--- src/rtl/ht_rx_pkg.sv ---
// Shared types and constants for the hattrick bit-serial receive core.
package ht_rx_pkg;

  typedef enum logic {HUNT = 1'b0, LOCK = 1'b1} state_e;

  // Descrambler polynomial 1+x^14+x^15: taps index the line history.
  localparam int TAP_A    = 13;
  localparam int TAP_B    = 14;
  localparam int HIST_LEN = 15;

  localparam logic [15:0] SYNC_DEFAULT = 16'hF628;

  function automatic int cnt_w(input int n);
    return (n < 1) ? 1 : $clog2(n + 1);
  endfunction

endpackage

--- src/rtl/ht_descrambler.sv ---
// Self-synchronising descrambler (1+x^14+x^15). Only compiled when
// HT_RX_DESCRAMBLER_EN is defined.
`ifdef HT_RX_DESCRAMBLER_EN
module ht_descrambler
  import ht_rx_pkg::*;
(
  input  logic                clock,
  input  logic                reset,
  input  logic                A,
  output logic                d,
  output logic [HIST_LEN-1:0] hist
);

  assign d = A ^ hist[TAP_A] ^ hist[TAP_B];

  always_ff @(posedge clock or negedge reset)
    if (!reset) hist <= '0;
    else        hist <= {hist[HIST_LEN-2:0], A};

endmodule
`endif

--- src/rtl/ht_rx_core.sv ---
// Bit-serial receive core: optional descrambler (HT_RX_DESCRAMBLER_EN),
// sync-word hunt, then one FRAME_LEN-bit payload passed to Z.
module ht_rx_core
  import ht_rx_pkg::*;
#(
  parameter logic [15:0] SYNC_WORD = SYNC_DEFAULT,
  parameter int          FRAME_LEN = 64
) (
  input  logic clock,
  input  logic reset,
  input  logic A,
  output logic Z
);

  localparam int            CW   = cnt_w(FRAME_LEN);
  localparam logic [CW-1:0] LAST = CW'(FRAME_LEN - 1);

  logic d;

`ifdef HT_RX_DESCRAMBLER_EN
  logic [HIST_LEN-1:0] hist;
  logic                unused_hist;

  ht_descrambler u_dscr (
    .clock (clock),
    .reset (reset),
    .A     (A),
    .d     (d),
    .hist  (hist)
  );
  // History is exported for debug visibility only.
  assign unused_hist = ^hist;
`else
  assign d = A;
`endif

  state_e        state, state_n;
  logic [CW-1:0] cnt, cnt_n;
  logic [14:0]   sreg;
  logic [15:0]   win;
  logic          z_n;

  assign win = {sreg, d};

  always_ff @(posedge clock or negedge reset)
    if (!reset) begin
      state <= HUNT;
      cnt   <= '0;
      sreg  <= '0;
      Z     <= 1'b0;
    end else begin
      state <= state_n;
      cnt   <= cnt_n;
      sreg  <= win[14:0];
      Z     <= z_n;
    end

  // Sync is not searched in LOCK, so an in-payload sync pattern is data.
  always_comb begin
    state_n = state;
    cnt_n   = cnt;
    z_n     = 1'b0;
    case (state)
      HUNT:
        if (win == SYNC_WORD) begin
          state_n = LOCK;
          cnt_n   = '0;
        end
      LOCK: begin
        z_n = d;
        if (cnt == LAST) begin
          state_n = HUNT;
          cnt_n   = '0;
        end else begin
          cnt_n = cnt + CW'(1);
        end
      end
      default: state_n = HUNT;
    endcase
  end

endmodule

--- config.mk ---
export PLATFORM = sky130hd
export DESIGN_NAME = ht_rx_core
export DESIGN_NICKNAME = d
export VERILOG_FILES = /design/src/rtl/ht_rx_pkg.sv /design/src/rtl/ht_descrambler.sv /design/src/rtl/ht_rx_core.sv
export SDC_FILE = /design/constraint.sdc
export NUM_CORES = 1
export LEC_CHECK = 0
export ABC_CLOCK_PERIOD_IN_PS = 1880
export CAP_MARGIN = 10
export CORE_MARGIN = 4
export CORE_UTILIZATION = 60
export CTS_BUF_LIST = sky130_fd_sc_hd__clkbuf_4
export DETAILED_ROUTE_END_ITERATION = 10
export HOLD_SLACK_MARGIN = 0.02
export PLACE_DENSITY_LB_ADDON = 0.08
export REMOVE_ABC_BUFFERS = 1
export SLEW_MARGIN = 10
export SYNTH_ARGS = -nofsm -noshare
export SYNTH_HDL_FRONTEND = slang
export SYNTH_SLANG_ARGS = --single-unit
--- constraint.sdc ---
create_clock -name clock -period 1.88 [get_ports clock]
set_input_delay 0.282 -clock clock [delete_from_list [all_inputs] [get_ports clock]]
set_output_delay 0.282 -clock clock [all_outputs]
set_load 0.05 [all_outputs]
==> run_results.csv <==
group,metric,value,unit
cells_and_area,layout-drive-gt1-share,16.9,%
min_path,hold_path_class,"in2async",
cells_and_area,antenna_cells,0,
clock_tree,ctsResizeCount,0,
timing,finalCriticalPeriod,1.71,ns
cells_and_area,stdcell_area,945,um^2
global_route,grt_overflow,0,
timing,hold_viol,0,
clock_tree,cts_buffers,3,
outcome,outcome,"finished clean",
setup_path,cpMaxStageDelayCell,"clkdlybuf4s50_1",
routing,route.final.wire_length,1250,um
synthesis,async_flop_share,100,%
routing,antenna_left,0,
routing,wire_per_inst,15.6,um
synthesis,yosysUniqueCellTypes,24,
clock_tree,clockBufferDepth,2,
setup_path,r2r-start,"cnt[0]",
place,place_area,922,um^2
clock_tree,clockRootBuffer,"clkbuf_4",
synthesis,syn_avg_cell_area,14.8,um^2
die,core-area,0.00133,mm^2
global_route,grt_pass1_wl,2140,um
setup_path,crit_start,"Z",
timing,rsz0062_at_grt,"no",
clock_tree,cts_setup_buffers,0,
setup_path,endpoint_kind,"output pin",
setup_path,required,1.60,ns
clock_tree,clk_pin_slew,0.11,ns
timing,setup_viol,0,
clock_tree,clkLatencyLatePin,0.30,ns
timing,slew_headroom,66.4,%
cells_and_area,fill_cells,90,
timing,timing.fmax,586,MHz
cells_and_area,fin_nets,71,
global_route,grt_pass1_vias,511,
power,ir_drop,0.502,mV
place,dp.cells,77,
clock_tree,cts_max_level,1,
global_route,grt_start_max_net_pins,25,
timing,tns,0,ns
synthesis,synthCells,59,
timing,finalClockSkew,0.00754,ns
place,gp_congestion,0.710,
setup_path,worst_setup_path_start_kind,"flop",
clock_tree,hold_buffers,0,
synthesis,synth_top_area_cell,"dfrtp_1",
synthesis,yosys_register_bits,24,
cells_and_area,layoutNonFillerInstCount,80,
routing,vias,464,
setup_path,crit_path_cell_trace,"clkdlybuf4s50_1",
global_route,antenna_found_initial,0,
die,dieArea,0.00212,mm^2
synthesis,yosysWarnings,0,
routing,drtPass1Iterations,3,
setup_path,cpLargestDelayFamily,"buffers and inverters",
setup_path,arrival,1.43,ns
setup_path,crit_fanout,1,
setup_path,path_class,"reg2out",
place,port_buffers,3,
timing,period_share,90.8,%
clock_tree,cts_sinks,24,
routing,drt-initial-drc-count,9,
power,pwr_density_cell,813,mW/mm^2
synthesis,synth_edf_count,0,
cells_and_area,syn_to_final_growth,8.48,%
die,start_util,65.3,%
setup_path,worst_path_largest_cell_delay,0.79,ns
synthesis,synthFlopType,"dfrtp_1",
die,fp.dieW,46.1,um
clock_tree,cts_tree,"built",
timing,slew_viol_final,0,
synthesis,ys_seq_area_share,69.0,%
die,rows,13,
synthesis,synth.top_cell.area_share,69.0,%
global_route,grt.total_usage,15.1,%
power,p_leak,0.000411,uW
die,io_pins,4,
run,cap_violations,0,
routing,vias_per_cell,5.80,
synthesis,synth_area_leaders,"dfrtp_1, a41oi_4, and4bb_2",
synthesis,syn_area,871,um^2
die,die_y,46.1,um
setup_path,worst-path-buf-inv,1,
timing,worst_pin_slew,0.500,ns
routing,post-route-drc-count,0,
## through the flow
| stage | power, uW | setup slack, ns | hold WS [ns] | utilization, % |
|---|---|---|---|---|
| 3_5_place_dp | 575 | 0.0950 | 0.355 | 69.1 |
| 4_1_cts | 779 | 0.153 | 0.314 | 70.8 |
| 2_1_floorplan | 555 | 0.450 | -0.0136 | - |
| 6_report | 768 | 0.173 | 0.321 | 70.8 |
| 5_1_grt | 808 | 0.108 | 0.316 | 70.8 |
| 3_3_place_gp | 574 | 0.132 | 0.350 | 69.1 |
## power by group
part           internal, uW  switching [uW]  total, uW
clock                  74.7             130        204
sequential              532            10.2        543
combinational          8.43            13.1       21.6
total                   616             153        768
## per-layer routing
metal	vias up	wire length [um]	GRT usage (%)
met2	6	649	26.6
met4	0	0	3.41
met1	233	536	15.4
met5	-	0	0
li1	225	-	-
met3	0	60	8.20
## cells by family after synthesis
family	Yosys count	synth area share, %
flops	24	69.0
simple gates	16	13.4
compound gates	15	14.2
buf+inv	2	1.00
xor+xnor	1	1.01
fa+ha+maj	1	1.44
## layout by cell type (no fill, tap or decap), types with 2 or more instances in the layout
cell / count
nand2_1: 4
o21ai_0: 5
and4bb_2: 2
o21a_1: 2
dfrtp_1: 24
clkbuf_4: 3
clkdlybuf4s50_1: 3
a21o_1: 2
a22o_2: 2
nand3_1: 2
## state kept, by name, indices dropped and copies added, names as in the netlist
signal and count:
sreg 15, cnt 7, Z 1, state 1
## cells in the mapped netlist, types with 2 or more instances
master,instances
dfrtp_1,24
a22o_2,2
nand3_1,2
nand2_1,4
and4bb_2,2
o21a_1,2
a21o_1,2
o21ai_0,5
## cell type report
| type | instances | area, um^2 | area share, % |
|---|---|---|---|
| inverter | 1 | 3.75 | 0.397 |
| timing repair buffer | 4 | 37.5 | 3.97 |
| multi-input combinational | 33 | 262 | 27.7 |
| sequential | 24 | 601 | 63.6 |
| tap | 15 | 18.8 | 1.99 |
| clock buffer | 3 | 22.5 | 2.38 |
## path summary, 6_finish.rpt
kind / cells past startpoint / slack, ns / end
max: 1 / 0.17 / Z
min: 2 / 0.32 / state
max reg2reg: 5 / 0.23 / cnt[5]
min reg2reg: 0 / 0.38 / sreg[11]
max in group asynchronous: 2 / 1.33 / sreg[12]
min in group clock: 0 / 0.38 / sreg[11]
Power figures use the tool's default switching activity.
